### src/rtl/soc_bus_decoder.sv
// Single-outstanding address decoder: routes one upstream request to one of NbSlaves windows, errors unmapped/timed-out accesses.
// Latency: 1 cycle unmapped, >=2 cycles mapped; req_ready_o only in IDLE, response held until resp_ready_i.
module soc_bus_decoder #(
    parameter int unsigned TimeoutCycles = 255,
    parameter int unsigned NbSlaves      = 5
) (
    input  logic                     clk_i,
    input  logic                     rst_i,

    input  logic                     req_valid_i,
    output logic                     req_ready_o,
    input  logic [63:0]              req_addr_i,
    input  logic                     req_we_i,
    input  logic [63:0]              req_wdata_i,
    input  logic [7:0]               req_be_i,

    output logic                     resp_valid_o,
    input  logic                     resp_ready_i,
    output logic [63:0]              resp_rdata_o,
    output logic                     resp_err_o,

    output logic [NbSlaves-1:0]      slv_req_o,
    output logic [63:0]              slv_addr_o,
    output logic                     slv_we_o,
    output logic [63:0]              slv_wdata_o,
    output logic [7:0]               slv_be_o,
    input  logic [NbSlaves-1:0]      slv_gnt_i,
    input  logic [NbSlaves-1:0]      slv_rvalid_i,
    input  logic [NbSlaves*64-1:0]   slv_rdata_i,
    input  logic [NbSlaves-1:0]      slv_err_i
);

    localparam int unsigned CntW   = (TimeoutCycles < 1) ? 1 : $clog2(TimeoutCycles + 1);
    localparam logic [CntW-1:0] CntMax = CntW'(TimeoutCycles);
    localparam int unsigned NbWin  = 5;

    // Window table, index order DRAM, ZYNQ, CLINT, PLIC, Debug (ROM sits inside ZYNQ).
    localparam logic [NbWin-1:0][63:0] WinBase = {
        64'h0000_0000_0000_0000,
        64'h0000_0000_0C00_0000,
        64'h0000_0000_0200_0000,
        64'h0000_0000_E000_0000,
        64'h0000_0000_8000_0000
    };
    localparam logic [NbWin-1:0][63:0] WinLen = {
        64'h0000_0000_0000_1000,
        64'h0000_0000_03FF_FFFF,
        64'h0000_0000_000C_0000,
        64'h0000_0000_2000_0000,
        64'h0000_0000_2000_0000
    };

    typedef enum logic [1:0] {
        ST_IDLE,
        ST_REQ,
        ST_WAIT,
        ST_RESP
    } state_e;

    typedef struct packed {
        logic [63:0] addr;
        logic        we;
        logic [63:0] wdata;
        logic [7:0]  be;
    } req_t;

    state_e                state_q;
    req_t                  req_q;
    logic [CntW-1:0]       cnt_q;
    logic [NbSlaves-1:0]   tgt_q;
    logic [NbSlaves-1:0]   slv_req_q;
    logic [63:0]           resp_rdata_q;
    logic                  resp_err_q;

    logic [NbWin-1:0]      win_hit;
    logic [NbSlaves-1:0]   dec_sel;
    logic                  busy;
    logic                  timeout;
    logic                  tgt_gnt;
    logic                  tgt_rvalid;
    logic [63:0]           tgt_rdata;
    logic                  tgt_err;

    // Offset compare after the base check keeps the upper bound free of wrap-around.
    always_comb begin
        win_hit = '0;
        for (int k = 0; k < NbWin; k++) begin
            if ((req_addr_i >= WinBase[k]) && ((req_addr_i - WinBase[k]) < WinLen[k])) begin
                win_hit[k] = 1'b1;
            end
        end
        dec_sel = NbSlaves'(win_hit);
    end

    always_comb begin
        tgt_gnt    = |(slv_gnt_i & tgt_q);
        tgt_rvalid = |(slv_rvalid_i & tgt_q);
        tgt_rdata  = '0;
        tgt_err    = 1'b0;
        for (int k = 0; k < NbSlaves; k++) begin
            if (tgt_q[k]) begin
                tgt_rdata = slv_rdata_i[64*k +: 64];
                tgt_err   = slv_err_i[k];
            end
        end
    end

    assign busy    = (state_q == ST_REQ) || (state_q == ST_WAIT);
    assign timeout = busy && (cnt_q == CntMax);

    always_ff @(posedge clk_i) begin
        if (rst_i) begin
            state_q      <= ST_IDLE;
            req_q        <= '0;
            cnt_q        <= '0;
            tgt_q        <= '0;
            slv_req_q    <= '0;
            resp_rdata_q <= '0;
            resp_err_q   <= 1'b0;
        end else begin
            if (busy && (cnt_q != CntMax)) begin
                cnt_q <= cnt_q + CntW'(1);
            end
            case (state_q)
                ST_IDLE: begin
                    if (req_valid_i) begin
                        req_q <= '{addr: req_addr_i, we: req_we_i, wdata: req_wdata_i, be: req_be_i};
                        cnt_q <= '0;
                        tgt_q <= dec_sel;
                        if (|dec_sel) begin
                            slv_req_q <= dec_sel;
                            state_q   <= ST_REQ;
                        end else begin
                            resp_rdata_q <= '0;
                            resp_err_q   <= 1'b1;
                            state_q      <= ST_RESP;
                        end
                    end
                end
                ST_REQ: begin
                    if (timeout) begin
                        slv_req_q    <= '0;
                        resp_rdata_q <= '0;
                        resp_err_q   <= 1'b1;
                        state_q      <= ST_RESP;
                    end else if (tgt_gnt) begin
                        slv_req_q <= '0;
                        if (tgt_rvalid) begin
                            resp_rdata_q <= tgt_rdata;
                            resp_err_q   <= tgt_err;
                            state_q      <= ST_RESP;
                        end else begin
                            state_q <= ST_WAIT;
                        end
                    end
                end
                ST_WAIT: begin
                    if (timeout) begin
                        resp_rdata_q <= '0;
                        resp_err_q   <= 1'b1;
                        state_q      <= ST_RESP;
                    end else if (tgt_rvalid) begin
                        resp_rdata_q <= tgt_rdata;
                        resp_err_q   <= tgt_err;
                        state_q      <= ST_RESP;
                    end
                end
                ST_RESP: begin
                    if (resp_ready_i) begin
                        state_q <= ST_IDLE;
                    end
                end
                default: state_q <= ST_IDLE;
            endcase
        end
    end

    // Request drops in the very cycle the counter hits its limit, so a slave sees at most TimeoutCycles request cycles.
    assign slv_req_o    = slv_req_q & {NbSlaves{~timeout}};
    assign req_ready_o  = (state_q == ST_IDLE) && !rst_i;
    assign resp_valid_o = (state_q == ST_RESP);
    assign resp_rdata_o = resp_rdata_q;
    assign resp_err_o   = resp_err_q;
    assign slv_addr_o   = req_q.addr;
    assign slv_we_o     = req_q.we;
    assign slv_wdata_o  = req_q.wdata;
    assign slv_be_o     = req_q.be;

endmodule

### config.mk
export PLATFORM = sky130hd
export DESIGN_NAME = soc_bus_decoder
export DESIGN_NICKNAME = d
export VERILOG_FILES = /design/src/rtl/soc_bus_decoder.sv
export SDC_FILE = /design/constraint.sdc
export NUM_CORES = 1
export LEC_CHECK = 0
export CELL_PAD_IN_SITES_DETAIL_PLACEMENT = 1
export CELL_PAD_IN_SITES_GLOBAL_PLACEMENT = 1
export CORE_AREA = 2 2 268 270
export DETAILED_ROUTE_END_ITERATION = 7
export DIE_AREA = 0 0 270 272
export MAX_ROUTING_LAYER = met4
export PLACE_DENSITY = 0.69
export REMOVE_ABC_BUFFERS = 1
export SLEW_MARGIN = 20
export SYNTH_ARGS = -nofsm -noshare
export SYNTH_HDL_FRONTEND = slang
export SYNTH_SLANG_ARGS = --single-unit
### constraint.sdc
create_clock -name clk_i -period 6.35 [get_ports clk_i]
set_input_delay 1.5875 -clock clk_i [delete_from_list [all_inputs] [get_ports clk_i]]
set_output_delay 1.5875 -clock clk_i [all_outputs]
set_load 0.005 [all_outputs]
* Yosys cells after proc, flatten, opt, wreduce, memory -nomap -nowiden
Index checks and enable logic that the tools add are counted.
** Cells by class
- Add/subtract/negate cells :: 5
- Magnitude comparators :: 10
- Equal/unequal tests :: 11
- Mux-type cells :: 46
- Bitwise operators :: 4
- Reduce and logical (&&, ||, !) cells :: 20
** Operators with widths (number)
- $mux W64 :: 11
- $pmux W64 S3 :: 1
- $ge A64 B32 Y1 const B :: 2
- $lt A64 B30 Y1 const B :: 2
- $sub A64 B32 Y64 const B :: 2
- $ge A64 B1 Y1 const B :: 1
- $ge A64 B26 Y1 const B :: 1
- $ge A64 B28 Y1 const B :: 1
- $lt A64 B13 Y1 const B :: 1
- $lt A64 B20 Y1 const B :: 1
- $lt A64 B26 Y1 const B :: 1
- $sub A64 B26 Y64 const B :: 1
- $sub A64 B28 Y64 const B :: 1
- $mux W8 :: 3
- $mux W5 :: 4
- $mux W1 :: 17
- $and A5 B5 Y5 :: 3
- $reduce_or A5 Y1 :: 3
- $mux W2 :: 7
- $reduce_and A4 Y1 :: 3
- $pmux W5 S2 :: 1
- $add A8 B1 Y8 const B :: 1
- $eq A8 B8 Y1 const B :: 1
- $logic_and A1 B1 Y1 :: 8
- 15 further kinds :: 19
** Word-level totals
- Register bits after elaboration :: 222

* Longest topological paths before layout
Gate-level depths: netlist of the first run.
- Word-level depth :: 9
- Depth in mapped cells :: 15
- Depth with buffers taken out :: 11

* Worst setup path after synthesis of the first run
No wires, ideal clock.
- Path kind :: input to register
- Start :: input req_addr_i[31]
- End :: register resp_rdata_q[10], in the netlist resp_rdata_o[10]
- Setup time :: 72 ps
- Data arrival time :: 4802 ps
- Data required time :: 6278 ps
- Path slack :: 1477 ps
- Stages on the path :: 15
- Path buffers :: 4
- Cell sequence :: clkbuf_1 inv_1 ha_1 nor3b_2 and4_1 buf_2 a211oi_1 o221ai_1 or3_1 or4_4 and2_4 a32oi_1 buf_6 buf_12 mux2i_1
** On the way
- Cells in the longest elaborated chain, start to end :: 7
** Ends and longest elaborated chain
- start, declared :: line 12 : input logic [63:0] req_addr_i,
- $sub A64 B32 Y64 (tied with other cells) :: line 88 : if ((req_addr_i >= WinBase[k]) && ((req_addr_i - WinBase[k]) < WinLen[k])) begin
- $lt A64 B30 Y1 (tied with other cells) :: line 88
- $logic_and A1 B1 Y1 :: line 88
- $mux W1 :: line 88
- $reduce_or A5 Y1 (*) :: line 130 : if (|dec_sel) begin
- $ne A2 B2 Y1 (no line) (*)
- $reduce_and A4 Y1 (no line) (*)
- end signal, assigned :: line 149 : resp_rdata_q <= tgt_rdata;
- end signal, assigned :: line 163 : resp_rdata_q <= tgt_rdata;
- end, declared :: line 72 : logic [63:0] resp_rdata_q;
Every way passes the cells marked *; elsewhere a longest branch is shown, timed or not.
A chain may end at the register's enable or synchronous reset.

* Final worst setup path of the first run
- Start :: input req_addr_i[59]
- End :: register resp_rdata_q[3], in the netlist resp_rdata_o[3]
The elaborated chain is that of the path after synthesis.

==> results of run 1 <==
==> flip-flops by register name, summed over array words and instances (netlist names) <==
register,count
slv_addr_o,64
resp_err_o,1
resp_rdata_o,64
state_q,2
slv_be_o,8
slv_we_o,1
cnt_q,8
slv_wdata_o,64
tgt_q,5
slv_req_q,5
==> worst min-delay path by stage <==
stage | from | to | depth (start not counted)
finish | slv_addr_o[63] | slv_addr_o[63] | 2
global route | slv_addr_o[63] | slv_addr_o[63] | 2
CTS | slv_addr_o[63] | slv_addr_o[63] | 2
detailed placement | slv_addr_o[32] | slv_addr_o[32] | 2
global placement | slv_addr_o[34] | slv_addr_o[34] | 2
floorplan | slv_req_q[2] | slv_req_q[2] | 2
==> metrics by stage <==
stage | TNS (ns) | instances | area (sq um)
after detailed placement | 0 | 3181 | 20900
after floorplan | -457.05 | 1492 | 12300
after CTS | 0 | 3231 | 21900
after global placement | 0 | 3181 | 20900
after global routing | 0 | 3249 | 22000
final | 0 | 3249 | 22000
==> power breakdown <==
group	leakage, nW	internal, mW	switching [mW]
sequential	1.81	1.56	0.103
clock	0.513	1.10	0.689
combinational	5.50	1.09	1.01
total	7.82	3.76	1.80
==> cell families after synthesis <==
family | Yosys count | synth area share, %
AO/OA/AOI/OAI | 493 | 25.7
XOR/XNOR | 38 | 2.56
adder cells (fa/ha/maj) | 13 | 1.25
buffers and inverters | 168 | 5.96
flip-flops | 222 | 34.2
multiplexers | 69 | 5.47
AND/OR/NAND/NOR | 637 | 24.8
==> critical path, stage by stage <==
cell and delay, ns:
clkdlybuf4s50_1 0.62, nor4_1 0.71, nor3b_1 0.69, a31oi_1 0.36
nand3b_1 0.25, nor4_1 0.33, nand3_1 0.17, and3_1 0.25
a32oi_4 0.29, buf_12 0.26, buf_12 0.21, mux2i_1 0.20
==> layout by cell type (no fill, tap or decap), drive strengths merged, types with 8 or more instances in the layout <==
master | netlist | final
a21oi | 138 | 138
a22o | 125 | 125
a22oi | 67 | 67
buf | 34 | 56
clkbuf | 114 | 36
clkdlybuf4s50 | 0 | 683
clkinv | 0 | 8
dfxtp | 222 | 222
diode | 0 | 18
ha | 13 | 13
inv | 20 | 20
mux2i | 65 | 65
nand2 | 182 | 182
nand2b | 72 | 72
nand3 | 23 | 23
nand4 | 39 | 39
nor2 | 173 | 173
nor2b | 8 | 8
nor3 | 23 | 23
nor4 | 44 | 44
o21ai | 99 | 99
o31ai | 11 | 11
or3 | 14 | 14
or4 | 11 | 11
xnor2 | 15 | 15
xor2 | 23 | 23
==> cell type report <==
cell class / instances / area share [%]
Multi-Input combinational cell: 1250 / 35.6
Sequential cell: 222 / 20.3
Tap cell: 950 / 5.41
Clock inverter: 14 / 1.05
Inverter: 20 / 0.342
Timing Repair Buffer: 739 / 33.4
Antenna cell: 18 / 0.205
Clock buffer: 36 / 3.69
==> synthesized netlist by cell type (all sizes together), types with 5 or more instances <==
cell / number
dfxtp: 222
nand2: 182
nor2: 173
a21oi: 138
a22o: 125
clkbuf: 114
o21ai: 99
nand2b: 72
a22oi: 67
mux2i: 65
nor4: 44
nand4: 39
buf: 34
nand3: 23
nor3: 23
xor2: 23
inv: 20
xnor2: 15
or3: 14
ha: 13
o31ai: 11
or4: 11
nor2b: 8
a31oi: 7
and2: 7
and3: 7
nor3b: 7
nor4b: 6
or2: 6
a211oi: 5
a221oi: 5
o21a: 5
==> routing by layer <==
metal / up-vias / GRT usage, %
li1: 7230 / -
met5: - / -
met4: 0 / 6.89
met3: 118 / 5.74
met2: 621 / 35.7
met1: 7528 / 23.3
==> metrics.md, run 1 <==
| Metric | Value |
|---|---|
| Fill cell count | ~8400 |
| IO Pins | between 600 and 700 |
| Die Y | between 200 and 300 um |
| WL met3 | 5.74 mm |
| Cell Area, Synth | between 10000 and 15000 sq um |
| Register area | between 4000 and 5000 sq um |
| Max Transition Viols Final | 0 |
| Area of the multi-input gates | 7820 sq um |
| # nets final | ~2800 |
| Clk root buf | clkbuf_16 |
| Worst Setup End Kind | register |
| Vias per cell | roughly 4.8 |
| Synth warnings | 0 |
| Post-cts sizing count | 0 |
| Final Hold Vio Count | 0 |
| Row count | 98 |
| CTS Buf Count | 28 |
| HP Class | register to register |
| Htree depth | 1 |
| DR top layer | met4 |
| Worst slew pin tran | between 0.9 and 1 ns |
| Avg Cell Area, Syn | 7.92 sq um |
| Largest net degree at the start of global routing | 128 |
| Post-synth ARST share | 0% |
| Port bufs | between 600 and 700 |
| Drt pass-1 iters | 5 |
| Clk_lat worst skew | approximately 0.58 ns |
| TritonCTS clock tree | built |
| Fin crit share | around 86% |
| Pre-CTS WS | approximately 0.33 ns |
| Gr usage total | a little over a fifth |
| Die width | ~270 um |
| CP required | approximately 7 ns |
| Post-CTS Setup Bufs | 0 |
| Final HPWL from detailed placement | ~61 mm |
| Endpoints failing setup | 0 |
| Vias | 15497 |
| Wl on met1 | between 30 and 40 mm |
| Initial Util | between 15 and 20% |
| DRC | 0 |
| Status | finished clean |
| Core area | about 71000 sq um |
| Final total power | roughly 5.6 mW |
| Clock Tree Buf Depth | 3 |
| Worst reg2reg startpoint | cnt_q[0] |
| Clock Pin Slew Worst Setup and Hold Paths | roughly 0.050 ns |
| Reg-to-reg endpoint | resp_rdata_o[3] |
| Relative slew slack | about 35% |
| Layout cell share with drive strength beyond 1 | approximately 6.4% |
| Worst VDD drop | around 0.00022 V |
| Worst setup SP type | input port |
| Final Wtd Congestion | slightly below 1 |
| Synth Register Bits | 222 |
| RSZ-0062 raised after global routing | false |
| LEAKAGE | slightly below 8 nW |
| Reg2Reg Setup Slack | around 3 ns |
| Top cells by area, synth | dfxtp_1 (34%), a22o_1 (8.4%), a21oi_1 (5.3%) |
| Number of flops mapped to enable cells by yosys | 0 |
| WL final | 77.5 mm |
| Remaining antenna violation count | 0 |
| P&R area growth vs syn | 69.1% |
| Top-area cell type share of the netlist area | roughly 34% |
| Post-Syn Instances | around 1600 |
| TritonCTS Sinks | 222 |
| Most used DFF post-synth | dfxtp_1 |
| Post-synthesis cell type with the largest combined area | dfxtp_1 |
| CP arrival | 5.98 ns |
| Max-cap violations | 0 |
| Register area share after synthesis | 34.2% |
| Final worst slack | about 0.86 ns |
| Crit Path Max Fanout | 25 |
| Critical Path Start | req_addr_i[59] |
| Overflow after GRT | 0 |
| Initial antenna violation count | 34 |
| Fin Clk Skew | ~0.012 ns |
| Final core utilization | about 31% |
| First-pass GRT wire length | between 100 and 150 mm |
| Die area | approximately 73000 sq um |
| Iteration-0 DRC Markers | 748 |
| Netlist cell types | between 70 and 80 |
| Hold_buf cts | 0 |
| Power density over the cells | between 200 and 300 nW/um^2 |
| Met2 wire length | about 39 mm |
| Vias in the first global route | 16311 |
| Crit Path Class | input port to register |
| Hold Slack | roughly 0.46 ns |
| Worst Reg2Reg Path Length in Cells | 12 |
| Period minus WS final | 5.49 ns |
| Routed wire per std cell | between 20 and 25 um |
| FMAX | between 150 and 200 MHz |
| Critical Path End | resp_rdata_o[3] |
No activity file was read; power rests on OpenSTA's default activity.
==> run 2, diff against run 1 <==
SETUP_SLACK_MARGIN = 0.4   (was not set)
==> results of run 2 <==
No change in the layout: final DEF, timing and power equal those of run 1.
==> run 3, diff against run 2 <==
GPL_TIMING_DRIVEN = 0   (was not set)
==> metrics.md, run 3 (synthesis gave the netlist of run 1 again) <==
| Metric | Value |
|---|---|
| Worst path depth | 14 (was 12) |
| First-pass GRT wire length | 109 mm (was 112 mm) |
| FMAX | 172 MHz (was 182 MHz) |
| Clk_lat worst skew | 0.60 ns (was 0.58 ns) |
| Clock Pin Slew Worst Setup and Hold Paths | 0.06 ns (was 0.05 ns) |
| Port bufs | 684 (unchanged) |
| Layout cell share with drive strength beyond 1 | 6.08% (was 6.36%) |
| CTS Buf Count | 29 (was 28) |
| Commonest non-fill, non-tap cell in the layout | clkdlybuf4s50_1 (unchanged) |
| Crit Path Max Fanout | 14 (was 25) |
| Buf/Inv on CP | 5 (was 3) |
| HP Class | register to register (unchanged) |
| TritonCTS Sinks | 222 (unchanged) |
| Grt met3 use | 4.50% (was 5.74%) |
| GRT Max-Usage Layer | met2 (unchanged) |
| Area of the multi-input gates | 7930 sq um (was 7820 sq um) |
| CP required | 6.87 ns (was 6.85 ns) |
| Period minus WS final | 5.81 ns (was 5.49 ns) |
| Power density over the cells | 255 nW/um^2 (was 253 nW/um^2) |
| Final total power | 5.66 mW (was 5.55 mW) |
| Final Wtd Congestion | 0.954 (was 0.983) |
| Max-cap violations | 0 (unchanged) |
| Routed wire per std cell | 23.3 um (was 23.8 um) |
| Crit Path Class | input port to register (unchanged) |
| Die Y | 272 um (unchanged) |
| Clock Tree Buf Depth | 3 (unchanged) |
| Pre-CTS WS | -0.450 ns (was 0.326 ns) |
| Row count | 98 (unchanged) |
| Iteration-0 DRC Markers | 720 (was 748) |
| WL final | 75.3 mm (was 77.5 mm) |
| RSZ-0062 raised after global routing | false (unchanged) |
| Sw Share | 32.9% (was 32.4%) |
| Fin crit share | 91.4% (was 86.4%) |
| Met2 track demand over resource | 35.6% (was 35.7%) |
| Fin Clk Skew | 0.0213 ns (was 0.0122 ns) |
| Final HPWL from detailed placement | 59.6 mm (was 61.1 mm) |
| P&R area growth vs syn | 71.1% (was 69.1%) |
| Slowest stage cell, crit path | clkdlybuf4s50_1 (was nor4_1) |
| Status | finished clean (unchanged) |
| DRC | 0 (unchanged) |
| TritonCTS clock tree | built (unchanged) |
| Register area | 4460 sq um (unchanged) |
| Power Internal | 3.80 mW (was 3.76 mW) |
| Largest net degree at the start of global routing | 79 (was 128) |
| CP top delay family | simple AND/OR/NAND/NOR gates (unchanged) |
| Most frequent cells in the layout | clkdlybuf4s50_1 (667), dfxtp_1 (218), nand2_1 (182), nor2_1 (171), a21oi_1 (137) (was clkdlybuf4s50_1 (683), dfxtp_1 (218), nand2_1 (182), nor2_1 (172), a21oi_1 (137)) |
| Initial antenna violation count | 27 (was 34) |
| Htree depth | 1 (unchanged) |
| LEAKAGE | 7.97 nW (was 7.82 nW) |
| Final instance area | 22200 sq um (was 22000 sq um) |
| Seq pwr share | 29.5% (was 30.0%) |
| Hold Slack | 0.463 ns (was 0.456 ns) |
| Gr usage total | 20.0% (was 20.8%) |
| Relative slew slack | 38.7% (was 35.4%) |
| Hold_buf cts | 0 (unchanged) |
| Worst setup SP type | input port (unchanged) |
| Worst VDD drop | 0.000199 V (was 0.000217 V) |
| Final worst slack | 0.545 ns (was 0.863 ns) |
| Cells along the critical path | clkdlybuf4s50_1, or4_1, or3_4, o41ai_1, o41ai_1, a2111oi_2, nand3_1, and3_1, a32oi_4, buf_16, buf_16, buf_16, buf_16, mux2i_1 (was clkdlybuf4s50_1, nor4_1, nor3b_1, a31oi_1, nand3b_1, nor4_1, nand3_1, and3_1, a32oi_4, buf_12, buf_12, mux2i_1) |
| Clk root buf | clkbuf_16 (unchanged) |
| Final Hold Vio Count | 0 (unchanged) |
| Die area | 73400 sq um (unchanged) |
| Vias | 15436 (was 15497) |
| Final TNS setup | 0 ns (unchanged) |
| Max Transition Viols Final | 0 (unchanged) |
| GR Util met1 | 22.3% (was 23.3%) |
| Crit path top cell by count | buf_16 |
| IO Pins | 685 (unchanged) |
| Vias in the first global route | 16085 (was 16311) |
| Endpoints failing setup | 0 (unchanged) |
| Hold Crit Depth | 2 (unchanged) |
| Remaining antenna violation count | 0 (unchanged) |
| Vias per cell | 4.78 (was 4.77) |
| Drt pass-1 iters | 5 (unchanged) |
| Crit-path max cell delay | 0.72 ns (was 0.71 ns) |
| # nets final | 2737 (was 2750) |
| CP arrival | 6.33 ns (was 5.98 ns) |
| Fill cell count | 8324 (was 8360) |
| Comb power frac | 40.6% (was 37.7%) |
| Initial Util | 18.4% (unchanged) |
| Core area | 70800 sq um (unchanged) |
| Die width | 270 um (unchanged) |
| Overflow after GRT | 0 (unchanged) |
| Worst Setup End Kind | register (unchanged) |
| Worst Reg2Reg Path Length in Cells | 14 (was 12) |
| Clk pwr share | 29.9% (was 32.3%) |
| Worst slew pin tran | 0.912 ns (was 0.969 ns) |
| NetSw | 1.86 mW (was 1.80 mW) |
| Area after DPL | 21000 sq um (was 20900 sq um) |
[run 3: changes by cell type in the layout (fill, tap and decap cells not counted), sizes merged, moves of 2 or more]
| cell | before | now |
|---|---|---|
| diode | 18 | 11 |
| dlymetal6s2s | 0 | 13 |
| inv | 20 | 23 |
| dlygate4sd2 | 0 | 2 |
| bufinv | 5 | 2 |
| clkdlybuf4s50 | 683 | 667 |
| clkbuf | 36 | 38 |
| buf | 56 | 42 |
| clkinvlp | 1 | 3 |
[run 3: timing repair]
| action | in CTS | in global routing |
|---|---|---|
| pin swaps | 1 | 3 |
| endpoints found under the setup margin | 33 | 37 |
| resized for setup | 6 | 27 |
| setup buffers | 2 | 7 |
[run 3: final timing paths]
check                       from               end  slack [ns]
setup / recovery  req_addr_i[53]  resp_rdata_o[44]        0.54
hold reg to reg   slv_addr_o[63]    slv_addr_o[63]        0.46
setup reg to reg      state_q[0]   slv_wdata_o[45]        2.70
hold / removal    slv_addr_o[63]    slv_addr_o[63]        0.46
[run 3: final cells by class]
cell class	instances	area share [%]
inverters	20	0.338
repair buffers	725	34.0
clock inverters	15	0.738
clock buffers	38	3.64
multi-input cells	1250	35.7
diodes	11	0.124
well taps	950	5.35
flip-flops and latches	222	20.1
[run 3: metal layers]
layer  routed length, um  share of wire (%)  vias to the layer above
met1               30000                 40                     7530
li1                    -                  -                     7187
met4                2160                2.9                        0
met5                   0                  0                        -
met3                4970                6.6                      111
met2               38200                 51                      608
[run 3: stage by stage]
stage | utilization [%] | std cells
global route | 31.4 | 3231
CTS | 31.1 | 3213
finish | 31.4 | 3231
global placement | 28.7 | 3126
detailed placement | 29.7 | 3158
floorplan | - | 1492
[run 3: tightest hold or removal path: stages (launching register included)]
cell	delay [ns]
dfxtp_1	0.33
nand2_1	0.05
o21ai_0	0.06
[run 3: power by group through the flow]
| stage | sequential, mW | clock [mW] | combinational (mW) |
|---|---|---|---|
| global placement | 1.69 | 0 | 1.83 |
| CTS | 1.67 | 1.76 | 2.32 |
| global route | 1.69 | 1.81 | 2.43 |
| floorplan | 1.69 | 0 | 0.933 |
| finish | 1.67 | 1.69 | 2.30 |
| detailed placement | 1.69 | 0 | 2.31 |
